`config.mk`:
```
export PLATFORM = sky130hd
export DESIGN_NAME = mm_miss_responder_flat
export DESIGN_NICKNAME = d
export VERILOG_FILES = /design/src/rtl/mm_resp_pkg.sv /design/src/rtl/mm_miss_responder_if.sv /design/src/rtl/miss_fifo.sv /design/src/rtl/mm_miss_responder.sv /design/src/flat_wrapper.sv
export SDC_FILE = /design/constraint.sdc
export NUM_CORES = 1
export LEC_CHECK = 0
export ABC_AREA = 1
export CAP_MARGIN = 20
export CORE_UTILIZATION = 42
export CTS_CLUSTER_SIZE = 12
export DETAILED_ROUTE_END_ITERATION = 6
export HOLD_SLACK_MARGIN = 0.08
export PLACE_DENSITY = 0.69
export SYNTH_ARGS = -nofsm -noshare
export SYNTH_HDL_FRONTEND = slang
export SYNTH_SLANG_ARGS = --single-unit
```
`constraint.sdc`:
```
create_clock -name clk -period 5 [get_ports clk]
set_clock_uncertainty 0.2 [all_clocks]
set_input_delay 1 -clock clk [delete_from_list [all_inputs] [get_ports clk]]
set_output_delay 1 -clock clk [all_outputs]
set_load 0.02 [all_outputs]
```
`src/rtl/mm_resp_pkg.sv`:
```
// Shared types and helpers for the main-memory miss responder.
//   state_e         : responder FSM states (idle / counting down / responding)
//   LfsrTaps        : tap mask for the 16-bit Fibonacci LFSR (taps 16,14,13,11)
//   LfsrSeedDefault : default nonzero LFSR seed
//   lfsr_step()     : one LFSR advance (shift left, XOR of taps into bit 0)
//   next_delay()    : delay selection, fixed config value or masked LFSR
package mm_resp_pkg;

    typedef enum logic [1:0] {
        StIdle,
        StWait,
        StResp
    } state_e;

    // Bit k-1 set for tap k.
    localparam logic [15:0] LfsrTaps        = 16'hB400;
    localparam logic [15:0] LfsrSeedDefault = 16'hACE1;

    function automatic logic [15:0] lfsr_step(input logic [15:0] lfsr);
        return {lfsr[14:0], ^(lfsr & LfsrTaps)};
    endfunction

    // Returns a 32-bit delay; callers narrow it to their counter width, which is
    // checked at elaboration to hold the largest random delay.
    function automatic logic [31:0] next_delay(
        input logic        use_fixed,
        input logic [31:0] fixed_dly,
        input logic [15:0] lfsr,
        input logic [31:0] min_dly,
        input logic [15:0] dly_mask
    );
        if (use_fixed) begin
            return fixed_dly;
        end
        return min_dly + {16'h0000, lfsr & dly_mask};
    endfunction

endpackage

```
`src/rtl/mm_miss_responder_if.sv`:
```
// Bus between a cache-side requester and the miss responder.
//   c_miss/c_a          : miss request pulse and address (requester -> responder)
//   cfg_fixed/cfg_dly   : delay mode and fixed delay value (requester -> responder)
//   mm_rd/m_a           : read-done pulse and returned address (responder -> requester)
//   pending/busy        : queue occupancy and FSM activity (responder -> requester)
//   overflow            : sticky dropped-miss flag (responder -> requester)
// The parameters must match those of the responder it is attached to.
interface mm_miss_responder_if #(
    parameter int unsigned AW    = 32,
    parameter int unsigned DEPTH = 4,
    parameter int unsigned DW    = 16
) ();

    logic                     c_miss;
    logic [AW-1:0]            c_a;
    logic                     cfg_fixed;
    logic [DW-1:0]            cfg_dly;
    logic                     mm_rd;
    logic [AW-1:0]            m_a;
    logic [$clog2(DEPTH):0]   pending;
    logic                     busy;
    logic                     overflow;

    modport master (
        output c_miss, c_a, cfg_fixed, cfg_dly,
        input  mm_rd, m_a, pending, busy, overflow
    );

    modport slave (
        input  c_miss, c_a, cfg_fixed, cfg_dly,
        output mm_rd, m_a, pending, busy, overflow
    );

endinterface

```
`src/rtl/miss_fifo.sv`:
```
// In-order queue of outstanding miss addresses.
//   clk, rst  : clock, asynchronous active-high reset
//   push      : enqueue push_data this edge
//   push_data : address to enqueue
//   pop       : dequeue the head this edge
//   pop_data  : current head; when the queue is empty this is push_data, so a
//               same-cycle push+pop passes the new entry straight through
//   full      : DEPTH entries stored
//   empty     : no entries stored
//   count     : number of stored entries
// A push while full is ignored unless a pop frees a slot on the same edge.
module miss_fifo #(
    parameter int unsigned AW    = 32,
    parameter int unsigned DEPTH = 4
) (
    input  logic                   clk,
    input  logic                   rst,
    input  logic                   push,
    input  logic [AW-1:0]          push_data,
    input  logic                   pop,
    output logic [AW-1:0]          pop_data,
    output logic                   full,
    output logic                   empty,
    output logic [$clog2(DEPTH):0] count
);

    localparam int unsigned PW = $clog2(DEPTH);
    localparam int unsigned CW = PW + 1;

    logic [AW-1:0] mem_q [DEPTH];
    logic [PW-1:0] wr_ptr_q, wr_ptr_d;
    logic [PW-1:0] rd_ptr_q, rd_ptr_d;
    logic [CW-1:0] count_q, count_d;

    logic bypass;
    logic wr_en;
    logic rd_en;

    assign full   = (count_q == CW'(DEPTH));
    assign empty  = (count_q == '0);
    assign count  = count_q;

    // Bypass: the pushed entry is consumed immediately and never stored.
    assign bypass = push && pop && empty;
    assign rd_en  = pop && !empty;
    assign wr_en  = push && !bypass && (!full || rd_en);

    assign pop_data = empty ? push_data : mem_q[rd_ptr_q];

    always_comb begin
        wr_ptr_d = wr_ptr_q;
        rd_ptr_d = rd_ptr_q;
        count_d  = count_q;
        if (wr_en) begin
            wr_ptr_d = wr_ptr_q + PW'(1);
        end
        if (rd_en) begin
            rd_ptr_d = rd_ptr_q + PW'(1);
        end
        unique case ({wr_en, rd_en})
            2'b10:   count_d = count_q + CW'(1);
            2'b01:   count_d = count_q - CW'(1);
            default: count_d = count_q;
        endcase
    end

    always_ff @(posedge clk or posedge rst) begin
        if (rst) begin
            wr_ptr_q <= '0;
            rd_ptr_q <= '0;
            count_q  <= '0;
        end else begin
            wr_ptr_q <= wr_ptr_d;
            rd_ptr_q <= rd_ptr_d;
            count_q  <= count_d;
        end
    end

    // Storage is not reset; only slots covered by count are ever read.
    always_ff @(posedge clk) begin
        if (wr_en) begin
            mem_q[wr_ptr_q] <= push_data;
        end
    end

endmodule

```
`src/rtl/mm_miss_responder.sv`:
```
// Main-memory side of the cache-miss / memory-read protocol.
// Each c_miss is queued in order; the responder takes one request at a time,
// counts down a delay (fixed from cfg_dly, or MIN_DLY plus a masked LFSR value)
// and then pulses mm_rd for one cycle with the request address on m_a.
//   clk  : clock, rising edge
//   rst  : asynchronous active-high reset
//   bus  : slave side of mm_miss_responder_if
//          in : c_miss, c_a, cfg_fixed, cfg_dly
//          out: mm_rd, m_a, pending (queued, not started), busy (not idle),
//               overflow (sticky, a miss was dropped)
// With an empty queue a miss sampled at edge E with delay D gives mm_rd high
// from edge E+D+1 to edge E+D+2.
module mm_miss_responder
    import mm_resp_pkg::*;
#(
    parameter int unsigned AW        = 32,
    parameter int unsigned DEPTH     = 4,
    parameter int unsigned DW        = 16,
    parameter int unsigned MIN_DLY   = 10,
    parameter logic [15:0] DLY_MASK  = 16'h003F,
    parameter logic [15:0] LFSR_SEED = LfsrSeedDefault
) (
    input logic                clk,
    input logic                rst,
    mm_miss_responder_if.slave bus
);

    localparam int unsigned CW = $clog2(DEPTH) + 1;

    // Elaboration-time parameter checks.
    if (DW == 0 || DW > 32) begin : g_dw_range
        $error("DW must be in 1..32");
    end
    if ((longint'(MIN_DLY) + longint'(DLY_MASK)) >= (longint'(1) << DW)) begin : g_dly_fit
        $error("MIN_DLY + DLY_MASK does not fit in DW bits");
    end
    if (DEPTH < 2 || (DEPTH & (DEPTH - 1)) != 0) begin : g_depth_pow2
        $error("DEPTH must be a power of 2 and at least 2");
    end
    if (LFSR_SEED == 16'h0000) begin : g_seed_nonzero
        $error("LFSR_SEED must be nonzero");
    end

    state_e        state_q, state_d;
    logic [DW-1:0] cnt_q, cnt_d;
    logic [AW-1:0] addr_q, addr_d;
    logic [AW-1:0] m_a_q, m_a_d;
    logic          mm_rd_q, mm_rd_d;
    logic          overflow_q, overflow_d;
    logic [15:0]   lfsr_q, lfsr_d;

    logic          fifo_pop;
    logic          fifo_full;
    logic          fifo_empty;
    logic [AW-1:0] fifo_head;
    logic [CW-1:0] fifo_count;
    logic          drop;
    logic [DW-1:0] load_dly;

    miss_fifo #(
        .AW    (AW),
        .DEPTH (DEPTH)
    ) u_fifo (
        .clk       (clk),
        .rst       (rst),
        .push      (bus.c_miss),
        .push_data (bus.c_a),
        .pop       (fifo_pop),
        .pop_data  (fifo_head),
        .full      (fifo_full),
        .empty     (fifo_empty),
        .count     (fifo_count)
    );

    // In IDLE a miss arriving into an empty queue is taken on the same edge.
    assign fifo_pop = (state_q == StIdle) && (!fifo_empty || bus.c_miss);
    // Full queue frees a slot only when IDLE pops, so that is the only rescue.
    assign drop     = bus.c_miss && fifo_full && !fifo_pop;

    // Uses the LFSR value before this edge's advance.
    assign load_dly = DW'(next_delay(bus.cfg_fixed, 32'(bus.cfg_dly), lfsr_q,
                                     MIN_DLY, DLY_MASK));

    // State register.
    always_ff @(posedge clk or posedge rst) begin
        if (rst) begin
            state_q <= StIdle;
        end else begin
            state_q <= state_d;
        end
    end

    // Next-state logic.
    always_comb begin
        state_d = state_q;
        unique case (state_q)
            StIdle:  if (fifo_pop) state_d = StWait;
            StWait:  if (cnt_q == '0) state_d = StResp;
            StResp:  state_d = StIdle;
            default: state_d = StIdle;
        endcase
    end

    // Datapath / output next values.
    always_comb begin
        cnt_d      = cnt_q;
        addr_d     = addr_q;
        m_a_d      = m_a_q;
        mm_rd_d    = 1'b0;
        overflow_d = overflow_q | drop;
        lfsr_d     = lfsr_step(lfsr_q);
        unique case (state_q)
            StIdle: begin
                if (fifo_pop) begin
                    addr_d = fifo_head;
                    cnt_d  = load_dly;
                end
            end
            StWait: begin
                if (cnt_q != '0) begin
                    cnt_d = cnt_q - DW'(1);
                end else begin
                    mm_rd_d = 1'b1;
                    m_a_d   = addr_q;
                end
            end
            StResp:  mm_rd_d = 1'b0;
            default: mm_rd_d = 1'b0;
        endcase
    end

    always_ff @(posedge clk or posedge rst) begin
        if (rst) begin
            cnt_q      <= '0;
            addr_q     <= '0;
            m_a_q      <= '0;
            mm_rd_q    <= 1'b0;
            overflow_q <= 1'b0;
            lfsr_q     <= LFSR_SEED;
        end else begin
            cnt_q      <= cnt_d;
            addr_q     <= addr_d;
            m_a_q      <= m_a_d;
            mm_rd_q    <= mm_rd_d;
            overflow_q <= overflow_d;
            lfsr_q     <= lfsr_d;
        end
    end

    assign bus.mm_rd    = mm_rd_q;
    assign bus.m_a      = m_a_q;
    assign bus.pending  = fifo_count;
    assign bus.busy     = (state_q != StIdle);
    assign bus.overflow = overflow_q;

endmodule

```
`src/flat_wrapper.sv`:
```
// flat-port wrapper written by rule: the top's interface ports become plain ports
module mm_miss_responder_flat import mm_resp_pkg::*;
#(
    parameter int unsigned AW        = 32,
    parameter int unsigned DEPTH     = 4,
    parameter int unsigned DW        = 16,
    parameter int unsigned MIN_DLY   = 10,
    parameter logic [15:0] DLY_MASK  = 16'h003F,
    parameter logic [15:0] LFSR_SEED = LfsrSeedDefault
)
  (clk, rst, bus_c_miss, bus_c_a, bus_cfg_fixed, bus_cfg_dly, bus_mm_rd, bus_m_a, bus_pending, bus_busy, bus_overflow);
  mm_miss_responder_if #(.AW(AW), .DEPTH(DEPTH), .DW(DW)) bus_i ();
  input logic clk;
  input logic rst;
  input wire logic [$bits(bus_i.c_miss)-1:0] bus_c_miss;
  input wire logic [$bits(bus_i.c_a)-1:0] bus_c_a;
  input wire logic [$bits(bus_i.cfg_fixed)-1:0] bus_cfg_fixed;
  input wire logic [$bits(bus_i.cfg_dly)-1:0] bus_cfg_dly;
  output wire logic [$bits(bus_i.mm_rd)-1:0] bus_mm_rd;
  output wire logic [$bits(bus_i.m_a)-1:0] bus_m_a;
  output wire logic [$bits(bus_i.pending)-1:0] bus_pending;
  output wire logic [$bits(bus_i.busy)-1:0] bus_busy;
  output wire logic [$bits(bus_i.overflow)-1:0] bus_overflow;
  assign bus_i.c_miss = bus_c_miss;
  assign bus_i.c_a = bus_c_a;
  assign bus_i.cfg_fixed = bus_cfg_fixed;
  assign bus_i.cfg_dly = bus_cfg_dly;
  assign bus_mm_rd = bus_i.mm_rd;
  assign bus_m_a = bus_i.m_a;
  assign bus_pending = bus_i.pending;
  assign bus_busy = bus_i.busy;
  assign bus_overflow = bus_i.overflow;
  mm_miss_responder #(.AW(AW), .DEPTH(DEPTH), .DW(DW), .MIN_DLY(MIN_DLY), .DLY_MASK(DLY_MASK), .LFSR_SEED(LFSR_SEED)) u_core (.clk(clk), .rst(rst), .bus(bus_i));
endmodule
```
# Yosys cells after proc, flatten, opt, wreduce, memory -nomap -nowiden
# Memory sizes are Yosys's and may differ from the RTL's.
# Cells that the tools add are included.
# word_totals
memories	1
in_bits	52
regBits	107
ram_bits	128
output_inout_bits	38
wordCells	67
# memory_table
name	words	word_bits	rd	rd_ports_with_merged_regs	wr	line_no	source
u_core.u_fifo.mem_q	4	32	1	0	1	miss_fifo.sv:30	logic [AW-1:0] mem_q [DEPTH];
# classes
muxes	15
eq_ne	7
n_reduce_logical	26
add_sub_neg	6
bitwise_logic	2
# op_table
op	n
16-bit 2-to-1 mux	4
32-bit 2-to-1 mux	1
16-bit one-hot mux with 2 select lines	1
16-bit logical NOT	1
16-bit nonzero test	1
16-bit parity	1
16-bit by 1-bit subtractor with 16-bit output, second input constant	1
1-bit logical AND	8
4-bit by 6-bit adder with 7-bit output, first input constant	1
2-bit by 1-bit != test with 1-bit output, second input constant	3
3-bit one-hot mux with 2 select lines	1
2-bit AND reduction	3
2-bit nonzero test	3
1-bit 2-to-1 mux	5
2-bit by 1-bit adder with 2-bit output, second input constant	2
2-bit by 1-bit equality test with 1-bit output, second input constant	2
1-bit logical NOT	4
2-bit 2-to-1 mux	2
2-bit one-hot mux with 2 select lines	1
3-bit by 1-bit adder with 3-bit output, second input constant	1
3-bit equality test, second input constant	1
3-bit logical NOT	1
3-bit AND reduction	1
3-bit by 1-bit subtractor with 3-bit output, second input constant	1
5 further kinds	6

# Longest topological paths before layout
# Gate-level depths: netlist of the first run.
# logic_depth
depth_word	11
ltp_mapped	10
mapped_depth_nobuf	10

# By module
# A second synthesis of the first run with hierarchy kept.
# hier_totals
hier_cells	1118
hier_area_um2	10332.4
# modules_own_cells
mod	seq_area_each_um2	cells_each	area_per_inst_um2	n_inst
miss_fifo	4018.9	598	5947.0	1
mm_miss_responder	2512.4	520	4385.5	1

# Least setup slack after synthesis of the first run
# OpenSTA, ideal clock, no wires.
# synth_timing
path_kind	in2reg
startpoint	input bus_c_miss
endpoint	memory u_core.u_fifo.mem_q[0][0], enable pin
path_stages	4
setup_ps	421
n_path_buf	0
t_required_ps	4379
arrival_time_ps	2633
slack_ps	1746
cell_sequence	o21ai_2 > nor2_4 > inv_1 > nor2_1
# synth_between
elab_chain_len	9
elab_cells_between_ends	11
classes_between	mux (2); reduce/logical (9)
# synth_lines
item	line_no	source
start: declaration	flat_wrapper.sv:15	input wire logic [$bits(bus_i.c_miss)-1:0] bus_c_miss;
1-bit logical OR	mm_miss_responder.sv:76	assign fifo_pop = (state_q == StIdle) && (!fifo_empty || bus.c_miss);
1-bit logical AND	mm_miss_responder.sv:76	
1-bit logical AND (2 in series)	miss_fifo.sv:44	assign bypass = push && pop && empty;
1-bit logical NOT	miss_fifo.sv:46	assign wr_en = push && !bypass && (!full || rd_en);
1-bit logical AND	miss_fifo.sv:46	
1-bit logical AND (*)	miss_fifo.sv:46	
1-bit 2-to-1 mux (*)	miss_fifo.sv:81	if (wr_en) begin
1-bit 2-to-1 mux (implied by the code) (*)	miss_fifo.sv:82	mem_q[wr_ptr_q] <= push_data;
end: declaration	miss_fifo.sv:30	
# Mark *: on every way between the ends. The rest lies on a longest branch, timed or not.

# Worst setup path in the final report of the first run
# layout_timing
startpoint	register u_core.state_q[1]
endpoint	output bus_busy
# layout_between
elab_chain_len	1
# layout_lines
item	line_no	source
start: declaration	mm_miss_responder.sv:44	state_e state_q, state_d;
start signal: assignment	mm_miss_responder.sv:87	state_q <= StIdle;
start signal: assignment	mm_miss_responder.sv:89	state_q <= state_d;
2-bit nonzero test	mm_miss_responder.sv:153	assign bus.busy = (state_q != StIdle);
end: declaration	flat_wrapper.sv:22	output wire logic [$bits(bus_i.busy)-1:0] bus_busy;
# No other way between the ends.

==> results of run 1 <==
worst paths after layout:
kind	to	cells after the start	slack, ns
max	bus_busy	3	1.94
min	u_core.lfsr_q[9]	0	0.15
max reg2reg	u_core.u_fifo.mem_q[1][19]	6	2.19
min reg2reg	u_core.lfsr_q[9]	0	0.15
max in group asynchronous	u_core.lfsr_q[7]	3	2.93
min in group asynchronous	u_core.addr_q[8]	2	0.79
state kept, by name, indices dropped and copies added (netlist names):
register,flops
u_core.u_fifo.count,3
u_core.u_fifo.rd_ptr_q,2
u_core.u_fifo.mem_q,128
u_core.cnt_q,16
u_core.u_fifo.wr_ptr_q,2
u_core.bus.overflow,1
u_core.addr_q,32
u_core.lfsr_q,16
u_core.state_q,2
u_core.bus.m_a,32
u_core.bus.mm_rd,1
power groups by stage:
stage	Clock [mW]	Sequential (mW)	Combinational, mW
after floorplan	0	2.46	0.481
after global placement	0	2.45	0.735
after detailed placement	0	2.46	0.781
after CTS	1.81	2.43	0.786
after global routing	1.90	2.45	0.887
final	1.77	2.43	0.789
metrics by stage:
step | instances | hold slack (ns) | total power [mW] | setup slack [ns]
finish | 1335 | 0.1487 | 4.991 | 1.940
global route | 1335 | 0.1593 | 5.230 | 1.885
CTS | 1334 | 0.1530 | 5.025 | 1.922
detailed placement | 1288 | 0.1396 | 3.245 | 1.425
global placement | 1287 | 0.1382 | 3.190 | 1.513
floorplan | 925 | 0.1312 | 2.942 | 0.9960
placed cells by master, fill, tap and decap left out, drive strengths merged, types with 3 or more instances in the layout:
cell           count
a21oi              6
a22oi              3
buf                6
clkbuf            41
clkdlybuf4s50     89
clkinv             3
dfrtp             99
dfstp              8
edfxtp           128
ha                 7
inv               72
nand2            139
nand3             22
nor2             170
nor3               3
o21ai            175
o22ai             37
xnor2              3
xor2               3
cells by family (layout without fill, tap and decap cells):
group           Yosys count  in the layout  synth area share [%]
fa+ha+maj                 8              8                 1.081
flops                   235            235                 65.61
buf+inv                 115            212                 5.656
xor+xnor                  7              7                0.7668
compound gates          225            225                 12.75
simple gates            335            335                 14.14
worst register-to-register path, cell delays in order, from the launching register on:
cell and delay [ns]:
sky130_fd_sc_hd__dfrtp_1 0.42, sky130_fd_sc_hd__nor2_2 0.08, sky130_fd_sc_hd__nand2_2 0.40, sky130_fd_sc_hd__o21ai_2 0.14
sky130_fd_sc_hd__nor2_4 0.16, sky130_fd_sc_hd__inv_1 0.19, sky130_fd_sc_hd__nor2_4 0.85
per-layer routing:
metal  wire, um  up-vias  part of all wire, %
met5          0        -                    0
met2       9879      138                   47
met4        353        0                  1.7
li1           -     3300                    -
met1       9812     3261                   47
met3        892       23                  4.3
layout make-up:
cell class,instances,share of cell area (%)
sequential,235,55.12
multi-input combinational,575,24.39
timing repair buffer,95,8.235
clock buffer,41,6.208
tap,313,3.304
inverter,71,2.291
clock inverter,5,0.4540
==> key figures, run 1 <==
Clock network
  • Clock slew at reported path FFs: 0.06 ns
  • Clock latency reported for the late side of the worst-skew pair: 0.52 ns
  • Post-cts resize count: 0
  • Hold bufs inserted after CTS: 0
  • Setup bufs post-CTS: 0
  • Sinks on Clock Net: 235
  • Count of H-tree levels built during CTS: 1
  • Total CTS buffers: 25
  • Clk buf depth: 3
  • Clk root buf: sky130_fd_sc_hd__clkbuf_16
  • CTS tree: built

Global routing
  • Wire length of the first global-routing pass: 34110 um
  • Most congested layer reported by global routing: met2
  • M2 GR Usage: 28.68%
  • Grt ovf: 0
  • Overall track demand over capacity in global routing: 17.70%
  • Vias in the first global route: 6474
  • Pin count of the biggest net entering global routing: 66
  • Met3 Track Usage GR: 2.778%
  • GR Layer Usage met1: 24.67%
  • Antenna violations before repair: 0

Synthesis
  • Library cell with the largest summed area after synthesis: sky130_fd_sc_hd__edfxtp_1
  • Number of warnings reported in the yosys synthesis log: 0
  • Most instantiated library cell after synthesis: sky130_fd_sc_hd__nor2_1
  • Dominant synthesized flop cell: sky130_fd_sc_hd__edfxtp_1
  • Top cells by area in the synthesized netlist: sky130_fd_sc_hd__edfxtp_1 (39%), sky130_fd_sc_hd__dfrtp_1 (25%), sky130_fd_sc_hd__nor2_1 (6.0%), sky130_fd_sc_hd__nand2_1 (4.8%), sky130_fd_sc_hd__o21ai_0 (4.4%)
  • Asr flop ratio synth: 45.53%
  • Proportion of synthesized chip area in sequential cells: 65.61%
  • Number of nets produced by synthesis: 985
  • Total of flip-flops plus latches after synthesis: 235
  • Leading post-synthesis cells by instance count: sky130_fd_sc_hd__nor2_1 (159), sky130_fd_sc_hd__edfxtp_1 (128), sky130_fd_sc_hd__nand2_1 (127)
  • Number of instances in the synthesized netlist: 925
  • Share of the synthesized area in the top cell type: 38.61%
  • Count of unique library cells instantiated by Yosys: 39
  • Number of synthesized flops with an enable pin: 128
  • Area of the mapped netlist: 0.009955 mm2
  • Average size of a mapped cell: 10.76 um2

Worst setup path
  • Critical-path cell list: nor2_4, inv_1, clkdlybuf4s50_1
  • Critical Path Sink Type: output port
  • Category of cells accounting for the largest share of critical-path delay: buffers and inverters
  • CP bufs+invs: 2
  • Endpoint arrival time on the critical path: 1.86 ns
  • Crit path max fanout: 6
  • Stage delay of the slowest cell on the critical path: 0.56 ns
  • Startpoint kind of the worst setup timing path: register
  • Path type of the worst setup path: register to output port
  • Required time at the endpoint of the critical path: 3.80 ns
  • R2r startpoint: u_core.u_fifo.count[0]
  • Critical Path Start: u_core.state_q[1]
  • Max stage delay cell, worst path: sky130_fd_sc_hd__clkdlybuf4s50_1

Finish
  • Layout Cell Area excl Fill: 0.01185 mm2
  • Combined area of the multi-input logic cells: 0.002890 mm2
  • Core utilization of the finished layout: 51.72%
  • Sequential cell area: 0.006533 mm2
  • Layout fillers: 1983
  • Antenna fix cells: 0
  • Number of nets in the finished design: 1063
  • Synthesis-to-layout area growth: 19.06%
  • Share of post-route cells with drive strength above 1: 10.08%

Timing
  • Final count of hold timing violations: 0
  • Max frequency: 326.8 MHz
  • Count of final max-slew check failures: 0
  • Worst Max-Slew Pin Slew: 1.075 ns
  • Setup repair after global routing missed its margin: no
  • Final critical-path required period: 3.060 ns
  • Final Cycle Share: 61.20%
  • Summed negative setup slack over all endpoints: 0 ns
  • Final count of negative-setup-slack endpoints: 0
  • Headroom to the max-slew limit: 28.21%

Hold path
  • Class of the worst hold path: register to register
  • Worst Min Path Start: u_core.lfsr_q[8]

Floorplan
  • Standard cell core area: 0.02292 mm2
  • Boundary Pins: 90
  • Initial core utilization: 43.44%
  • Die span in y: 156.0 um
  • Full die area: 0.02432 mm2
  • Number of cell rows: 55
  • Width of the die: 156.0 um

Pwr
  • Power share of the sequential group: 48.7%
  • Switch share: 26.97%
  • IR Drop Worst-Case VDD: 0.2042 mV
  • Power per cell area: 421.1 mW/mm2
  • Net switching component of the power: 1.346 mW
  • Cell leakage power: 4.725 nW
  • Fraction of power consumed by combinational cells: 15.8%
  • Relative contribution of the clock network to total power: 35.5%
  • Internal: 3.645 mW

Placed design
  • Routability congestion estimate from global placement: 0.8011
  • Port Buffer Count: 89
  • Area after DPL: 0.01103 mm2
  • Detailed placer's ending HPWL: 12690 um

Drt
  • Post-detailed-route count of antenna-violating nets: 0
  • 1st-pass router iterations: 5
  • Ratio of routed vias to standard cells: 5.035
  • Detailed-route wire length per cell: 15.68 um
  • Initial detailed-routing violation count: 581
  • Final WL: 20940 um
  • Number of remaining DRC errors: 0
  • Count of vias placed by the detailed router: 6722

Outcome
  • Outcome: finished, final reports clean

Run
  • Max Cap Violations: 0
No activity file was read; power rests on OpenSTA's default activity.
==> inputs of run 2 (changes only) <==
==> constraint.sdc (replaced) <==
create_clock -name clk -period 3 [get_ports clk]
set_clock_uncertainty 0.2 [all_clocks]
set_input_delay 0.6 -clock clk [delete_from_list [all_inputs] [get_ports clk]]
set_output_delay 0.6 -clock clk [all_outputs]
set_load 0.02 [all_outputs]
==> run 2 against run 1 <==
Critical path depth unchanged. Sequential power increased by 66%. Sequential share of layout area decreased by 0.44 points. Global-route usage decreased by 0.24 points. Flip-flop and latch count unchanged. Count of clock-buffer cells in the layout decreased by 3. Die area unchanged. Wire length decreased by 1.6%. Non-clock buffer count increased by 12. Combinational power increased by 67%. Critical endpoint unchanged. Largest power group unchanged.
==> key figures, run 2 (synthesized netlist as in run 1, its figures left out) <==
Outcome
  • Outcome: finished, final reports clean

Worst setup path
  • Critical-path cell list: nor2_4, inv_1, clkdlybuf4s50_1
  • Endpoint arrival time on the critical path: 1.80 ns
  • Crit path max fanout: 6
  • Path type of the worst setup path: register to output port
  • Required time at the endpoint of the critical path: 2.20 ns
  • Critical Path Sink Type: output port
  • Depth of the worst register-to-register path: 6
  • Crit. path cell count: 3
  • Category of cells accounting for the largest share of critical-path delay: buffers and inverters
  • Max stage delay cell, worst path: sky130_fd_sc_hd__clkdlybuf4s50_1
  • Startpoint kind of the worst setup timing path: register
  • CP bufs+invs: 2
  • Stage delay of the slowest cell on the critical path: 0.56 ns

Timing
  • Worst Max-Slew Pin Slew: 0.6907 ns
  • Final setup slack of the worst path: 0.3995 ns
  • Headroom to the max-slew limit: 53.89%
  • Count of final max-slew check failures: 0
  • Final critical-path required period: 2.601 ns
  • Final count of hold timing violations: 0
  • Final Cycle Share: 86.68%
  • Worst hold slack: 0.1525 ns
  • Summed negative setup slack over all endpoints: 0 ns
  • Max frequency: 384.5 MHz
  • Setup repair after global routing missed its margin: no
  • Final count of negative-setup-slack endpoints: 0

Hold path
  • Number of cells traversed by the worst hold path: 0
  • Class of the worst hold path: register to register

Clock network
  • Post-cts resize count: 0
  • Hold bufs inserted after CTS: 0
  • Setup bufs post-CTS: 0
  • Total CTS buffers: 25
  • Clock latency reported for the late side of the worst-skew pair: 0.52 ns
  • Clk root buf: sky130_fd_sc_hd__clkbuf_16
  • CTS tree: built
  • Clock slew at reported path FFs: 0.06 ns
  • Sinks on Clock Net: 235
  • Clk buf depth: 3
  • Count of H-tree levels built during CTS: 1

Global routing
  • Grt ovf: 0
  • Vias in the first global route: 6456
  • Pin count of the biggest net entering global routing: 61
  • Overall track demand over capacity in global routing: 17.46%
  • Antenna violations before repair: 0
  • Wire length of the first global-routing pass: 33600 um

Placed design
  • Port Buffer Count: 89
  • Detailed placer's ending HPWL: 12990 um
  • Pre-CTS setup slack: 0.2850 ns
  • Routability congestion estimate from global placement: 0.8072

Finish
  • Register bank with the most flops: u_core.u_fifo.mem_q
  • Share of post-route cells with drive strength above 1: 10.84%
  • Number of nets in the finished design: 1075
  • Most frequent cells in the layout: sky130_fd_sc_hd__nor2_1 (155), sky130_fd_sc_hd__edfxtp_1 (128), sky130_fd_sc_hd__nand2_1 (127), sky130_fd_sc_hd__dfrtp_1 (98), sky130_fd_sc_hd__clkdlybuf4s50_1 (89)
  • Most common cell after layout, fill and taps aside: sky130_fd_sc_hd__nor2_1
  • Layout fillers: 2012
  • Antenna fix cells: 0
  • Number of flip-flops in the largest register: 128
  • Synthesis-to-layout area growth: 20.02%

Floorplan
  • Full die area: 0.02432 mm2
  • Initial core utilization: 43.44%
  • Boundary Pins: 90
  • Number of cell rows: 55
  • Standard cell core area: 0.02292 mm2
  • Die span in y: 156.0 um
  • Width of the die: 156.0 um

Drt
  • Count of vias placed by the detailed router: 6662
  • Post-detailed-route count of antenna-violating nets: 0
  • Ratio of routed vias to standard cells: 4.949
  • Initial detailed-routing violation count: 439
  • Detailed-route wire length per cell: 15.31 um
  • 1st-pass router iterations: 5
  • Number of remaining DRC errors: 0
  • Final WL: 20610 um

Pwr
  • IR Drop Worst-Case VDD: 0.3670 mV
  • Cell leakage power: 4.770 nW
  • Power per cell area: 692.8 mW/mm2

Run
  • Max Cap Violations: 0
run 2: changes by cell type in the layout (fill, tap and decap cells not counted), moves of 2 or more:
| cell | delta |
|---|---|
| sky130_fd_sc_hd__buf_4 | +9 |
| sky130_fd_sc_hd__buf_12 | +5 |
| sky130_fd_sc_hd__clkbuf_8 | -5 |
| sky130_fd_sc_hd__buf_16 | -2 |
| sky130_fd_sc_hd__clkinvlp_4 | +2 |
run 2: worst paths after layout:
check | slack (ns) | startpoint | to
max | 0.40 | u_core.state_q[1] | bus_busy
min | 0.15 | u_core.lfsr_q[14] | u_core.lfsr_q[15]
max reg2reg | 0.66 | u_core.u_fifo.count[0] | u_core.addr_q[11]
min in group asynchronous | 0.33 | rst | u_core.lfsr_q[2]
max in group asynchronous | 1.95 | rst | u_core.lfsr_q[7]
min reg2reg | 0.15 | u_core.lfsr_q[14] | u_core.lfsr_q[15]
run 2: power by group:
| group | switching (mW) | internal [mW] |
|---|---|---|
| clock | 1.22 | 1.69 |
| combinational | 0.868 | 0.456 |
| sequential | 0.172 | 3.87 |
run 2: through the flow:
step	cell area [um2]	utilization, %	power, mW	std cells
after floorplan	9958	-	4.904	925
after global placement	11180	48.77	5.393	1301
after detailed placement	11180	48.77	5.442	1301
after CTS	11950	52.14	8.372	1346
after global routing	11950	52.14	8.682	1346
final	11950	52.14	8.278	1346
run 2: layout make-up:
type                       instances  area, um2  share of cell area [%]
clock inverter                     7      76.32                  0.6388
sequential                       235       6533                   54.68
inverter                          71      272.8                   2.283
tap                              313      391.6                   3.278
multi-input combinational        575       2890                   24.19
clock buffer                      38      695.7                   5.823
timing repair buffer             107       1089                   9.111
run 2: layer usage:
| metal | GRT usage [%] | vias up | part of all wire, % |
|---|---|---|---|
| li1 | - | 3318 | - |
| met1 | 24.31 | 3172 | 46 |
| met2 | 28.57 | 149 | 48 |
| met3 | 2.611 | 23 | 4.4 |
| met4 | 4.669 | 0 | 1.4 |
| met5 | 0 | - | 0 |
